**src/rtl/bcd_pkg.sv**
```systemverilog
// Shared BCD digit type, limits and per-digit helpers for the decade down counter.
package bcd_pkg;

    localparam int unsigned BCD_W    = 4;
    localparam logic [3:0]  BCD_MAX  = 4'd9;
    localparam logic [3:0]  BCD_ZERO = 4'd0;

    typedef logic [BCD_W-1:0] bcd_digit_t;

    // Out-of-range codes (A..F) are forced to the largest legal digit.
    function automatic bcd_digit_t bcd_clamp(input bcd_digit_t v);
        return (v > BCD_MAX) ? BCD_MAX : v;
    endfunction

    function automatic bcd_digit_t bcd_dec(input bcd_digit_t v);
        return (v == BCD_ZERO) ? BCD_MAX : v - 4'd1;
    endfunction

endpackage

```
**src/rtl/bcd_digit_down.sv**
```systemverilog
// One BCD decade of the down counter: load (clamped), set-to-nine, or decrement with 0->9 wrap.
module bcd_digit_down
    import bcd_pkg::*;
(
    input  logic       clk,
    input  logic       clear,
    input  logic       ld,
    input  bcd_digit_t ld_val,
    input  logic       set9,
    input  logic       dec_in,
    output bcd_digit_t d,
    output logic       is_zero
);

    bcd_digit_t d_q;
    bcd_digit_t d_d;

    always_comb begin
        d_d = d_q;
        if (ld) begin
            d_d = bcd_clamp(ld_val);
        end else if (set9) begin
            d_d = BCD_MAX;
        end else if (dec_in) begin
            d_d = bcd_dec(d_q);
        end
    end

    always_ff @(posedge clk or posedge clear) begin
        if (clear) begin
            d_q <= BCD_ZERO;
        end else begin
            d_q <= d_d;
        end
    end

    assign d       = d_q;
    assign is_zero = (d_q == BCD_ZERO);

endmodule

```
**src/rtl/bcd_down_counter.sv**
```systemverilog
// Multi-digit synchronous BCD down counter with registered underflow pulse.
// Define BCD_DOWN_HOLD_AT_ZERO_EN to saturate at zero instead of wrapping to all-nines.
module bcd_down_counter
    import bcd_pkg::*;
#(
    parameter int unsigned DIGITS = 2
) (
    input  logic                clk,
    input  logic                clear,
    input  logic                preset,
    input  logic                load,
    input  logic [4*DIGITS-1:0] load_val,
    input  logic                in,
    output logic [4*DIGITS-1:0] q,
    output logic                zero,
    output logic                borrow
);

    logic [DIGITS-1:0] is_zero;
    logic [DIGITS-1:0] zero_below;
    logic              count_en;
    logic              underflow;
    logic              borrow_q;
    logic              borrow_d;

    assign zero = &is_zero;

`ifdef BCD_DOWN_HOLD_AT_ZERO_EN
    assign count_en = in & ~zero;
`else
    // At zero every digit sees an all-zero prefix, so the chain wraps to all-nines by itself.
    assign count_en = in;
`endif

    // zero_below[i]: every digit less significant than i is zero, so digit i must borrow.
    always_comb begin
        zero_below[0] = 1'b1;
        for (int unsigned i = 1; i < DIGITS; i++) begin
            zero_below[i] = zero_below[i-1] & is_zero[i-1];
        end
    end

    for (genvar g = 0; g < DIGITS; g++) begin : g_digit
        bcd_digit_down u_digit (
            .clk     (clk),
            .clear   (clear),
            .ld      (load),
            .ld_val  (load_val[4*g +: 4]),
            .set9    (preset),
            .dec_in  (count_en & zero_below[g]),
            .d       (q[4*g +: 4]),
            .is_zero (is_zero[g])
        );
    end

    assign underflow = in & zero & ~load & ~preset;
    assign borrow_d  = underflow;

    always_ff @(posedge clk or posedge clear) begin
        if (clear) begin
            borrow_q <= 1'b0;
        end else begin
            borrow_q <= borrow_d;
        end
    end

    assign borrow = borrow_q;

endmodule
```
**config.mk**
```make
export PLATFORM = sky130hd
export DESIGN_NAME = bcd_down_counter
export DESIGN_NICKNAME = d
export VERILOG_FILES = /design/src/rtl/bcd_pkg.sv /design/src/rtl/bcd_digit_down.sv /design/src/rtl/bcd_down_counter.sv
export SDC_FILE = /design/constraint.sdc
export NUM_CORES = 1
export LEC_CHECK = 0
export CAP_MARGIN = 20
export CORE_MARGIN = 2
export CORE_UTILIZATION = 46
export DETAILED_ROUTE_END_ITERATION = 12
export PLACE_DENSITY = 0.92
export SETUP_SLACK_MARGIN = 0.02
export SLEW_MARGIN = 0
export SYNTH_ARGS = -nofsm -noshare
export SYNTH_HDL_FRONTEND = slang
export SYNTH_SLANG_ARGS = --single-unit
```
**constraint.sdc**
```tcl
create_clock -name clk -period 2.2 [get_ports clk]
set_input_delay 0.22 -clock clk [delete_from_list [all_inputs] [get_ports clk]]
set_output_delay 0.22 -clock clk [all_outputs]
set_load 0.02 [all_outputs]
```
==> metrics <==
status complete, no violations; Hold Crit Class in2async; Distinct cells, synth 30; GRT Overall Usage 0.215; Worst-path clk slew 0.06 ns; synthesis warning total 0; drt total wl 1.43 mm; count of final hold-check violations 0; cell taking the most area after synthesis dfrtp_1; H-tree depth 1; Lkg Pwr approximately 0.39 nW; Synth area leaders dfrtp_1 36%, ha_1 7.9%, inv_1 4.7%; grt ovf 0; Startpoint Class register; Net Sw Power 0.000152 W; crit-path max FO 5; Area Growth Syn to Fin 41.0%; largest net degree at the start of global routing 10; pins over their slew limit 0; nets around 110; port bufs 22; die width a little over 40 um; drt first-iter violations 6; Hold Worst Slack 0.211 ns; syn avg cell area approximately 9.1 sq um; Filler Cells Inserted 112; CTS Hold Buffers Added 0; GP Congestion between 0.7 and 0.8; Die Ht 41.1 um; vias in the first global route 545; Synth Register Bits 9; P_int 0.000326 W; Synth top area share 0.355; Post-Layout Inst Area 895 sq um; dpl hpwl 1.18 mm; Max Fclk 519 MHz; share of layout cells above drive strength 1 0.115; antenna cells 0; post-placement cell area about 870 sq um; worst-margin pin slew about 0.35 ns; sw frac 0.318; routed length per instance 12.9 um; TritonCTS clock tree built; fin crit period 1.93 ns; Critical Path AT 1.71 ns; Seq/Total Area, Yosys 0.355; Logic pwr share 0.322; num rows 13; clock power share 0.265; Initial Util 0.487; drt drc 0; max-cap violations 0; via count 614; Tcrit/Tclk final 0.875; CP required 1.98 ns; first-pass GRT wire length 2.28 mm; max_slew headroom 0.769; clock latency on the worst-skew pair 0.27 ns; initial antenna violation count 0; RSZ-0062 raised after global routing no; vias per cell 5.53; DIE AREA 1690 sq um; post-CTS setup buffers 0; PwrDens around 530 nW/um^2; Synth Cell Area 634 sq um; # setup viols final 0; antenna-violating nets left 0; Gate Count Post-Synth 70; clock tree root buffer cell clkbuf_4; Boundary Pins 23; total CTS buffers 3; WS Path Type reg2out; Core ar. 1300 sq um; CTS max path bufs 2; part of the power in registers 0.414; Worst setup EP type output port; Fin Setup TNS 0 ns; Max IR drop VDD 0.265 mV; drt pass-1 iters 4; Finished Core Util 0.688; Clock Skew 0.00166 ns; clk sinks 9; syn_nets 87
==> flip-flops by register name, summed over array words and instances, names as in the netlist <==
name and count:
borrow 1, g_digit.u_digit.d 8
==> metrics by stage <==
step	instances	setup slack (ns)	power [W]
after floorplan	70	0.576	0.000281
after global placement	107	0.192	0.000347
after detailed placement	107	0.137	0.000354
after CTS	111	0.102	0.000481
after global routing	111	0.137	0.000510
final	111	0.275	0.000478
==> cells in the mapped netlist (all sizes together) <==
master / instances
dfrtp: 9
inv: 8
nor2: 8
a21oi: 5
o21ai: 5
ha: 4
nand2: 4
nand3: 3
nor2b: 3
a22oi: 2
nand3b: 2
nor3: 2
o211ai: 2
a21boi: 1
a32o: 1
a32oi: 1
and2b: 1
and3: 1
and4bb: 1
mux2i: 1
nand2b: 1
nor3b: 1
o2111ai: 1
o21a: 1
o31ai: 1
or3b: 1
==> layout by cell type (no fill, tap or decap), types with 2 or more instances in the layout <==
master / instances
clkdlybuf4s50_1: 21
dfrtp_1: 9
inv_1: 8
nor2_1: 6
a21oi_1: 5
nand2_1: 4
o21ai_0: 4
ha_1: 4
nor2b_1: 3
clkbuf_4: 3
nor3_1: 2
nand3_1: 2
nand3b_1: 2
o211ai_1: 2
a22oi_1: 2
==> worst paths after layout <==
kind	from	endpoint	slack (ns)	depth (start not counted)
worst max-delay path	g_digit[0].u_digit.d[0]	zero	0.27	5
worst min-delay path	clear	g_digit[0].u_digit.d[2]	0.21	2
worst max register to register	g_digit[0].u_digit.d[0]	g_digit[0].u_digit.d[0]	0.64	6
worst min register to register	g_digit[1].u_digit.d[1]	g_digit[1].u_digit.d[1]	0.59	2
max in group asynchronous	clear	g_digit[0].u_digit.d[3]	1.74	2
min in group clk	load_val[2]	g_digit[0].u_digit.d[2]	0.52	3
==> worst max-delay path, cell delays in order, from the launching register on <==
cell and delay [ns]:
dfrtp_1 0.42, inv_1 0.10, ha_1 0.22, or3b_4 0.41
nor2_2 0.11, clkbuf_2 0.18
==> layer usage <==
metal | vias to the layer above | routed length (um) | global-route usage
met2 | 13 | 719 | 0.363
met5 | - | 0 | 0
met4 | 0 | 12 | 0.0726
met1 | 292 | 606 | 0.235
li1 | 306 | - | -
met3 | 3 | 91 | 0.0978
==> power by group through the flow <==
stage          Combinational (W)  Clock (W)  Sequential [W]
2_1_floorplan          0.0000669          0        0.000214
3_3_place_gp            0.000148          0        0.000199
3_5_place_dp            0.000154          0        0.000200
4_1_cts                 0.000154   0.000129        0.000197
5_1_grt                 0.000168   0.000142        0.000200
6_report                0.000154   0.000127        0.000198
==> cells by family after synthesis <==
family	Yosys count	synth area share
and+or+nand+nor	28	0.280
DFF	9	0.355
AOI/OAI and AO/OA	20	0.223
buffers and inverters	8	0.0473
muxes	1	0.0158
adders and majority gates	4	0.0789
==> layout make-up <==
class	count	area, sq um	area share
timing repair buffer	22	215	0.241
sequential	9	225	0.252
multi-input combinational	53	379	0.424
inverter	8	30.0	0.0336
clock buffer	4	26.3	0.0294
tap	15	18.8	0.0210
==> repair_timing <==
action                     in CTS  in global routing
resized for setup               1                  2
setup endpoints to repair       1                  1
pin swaps                       0                  0
(Power assumes the default switching activity.)
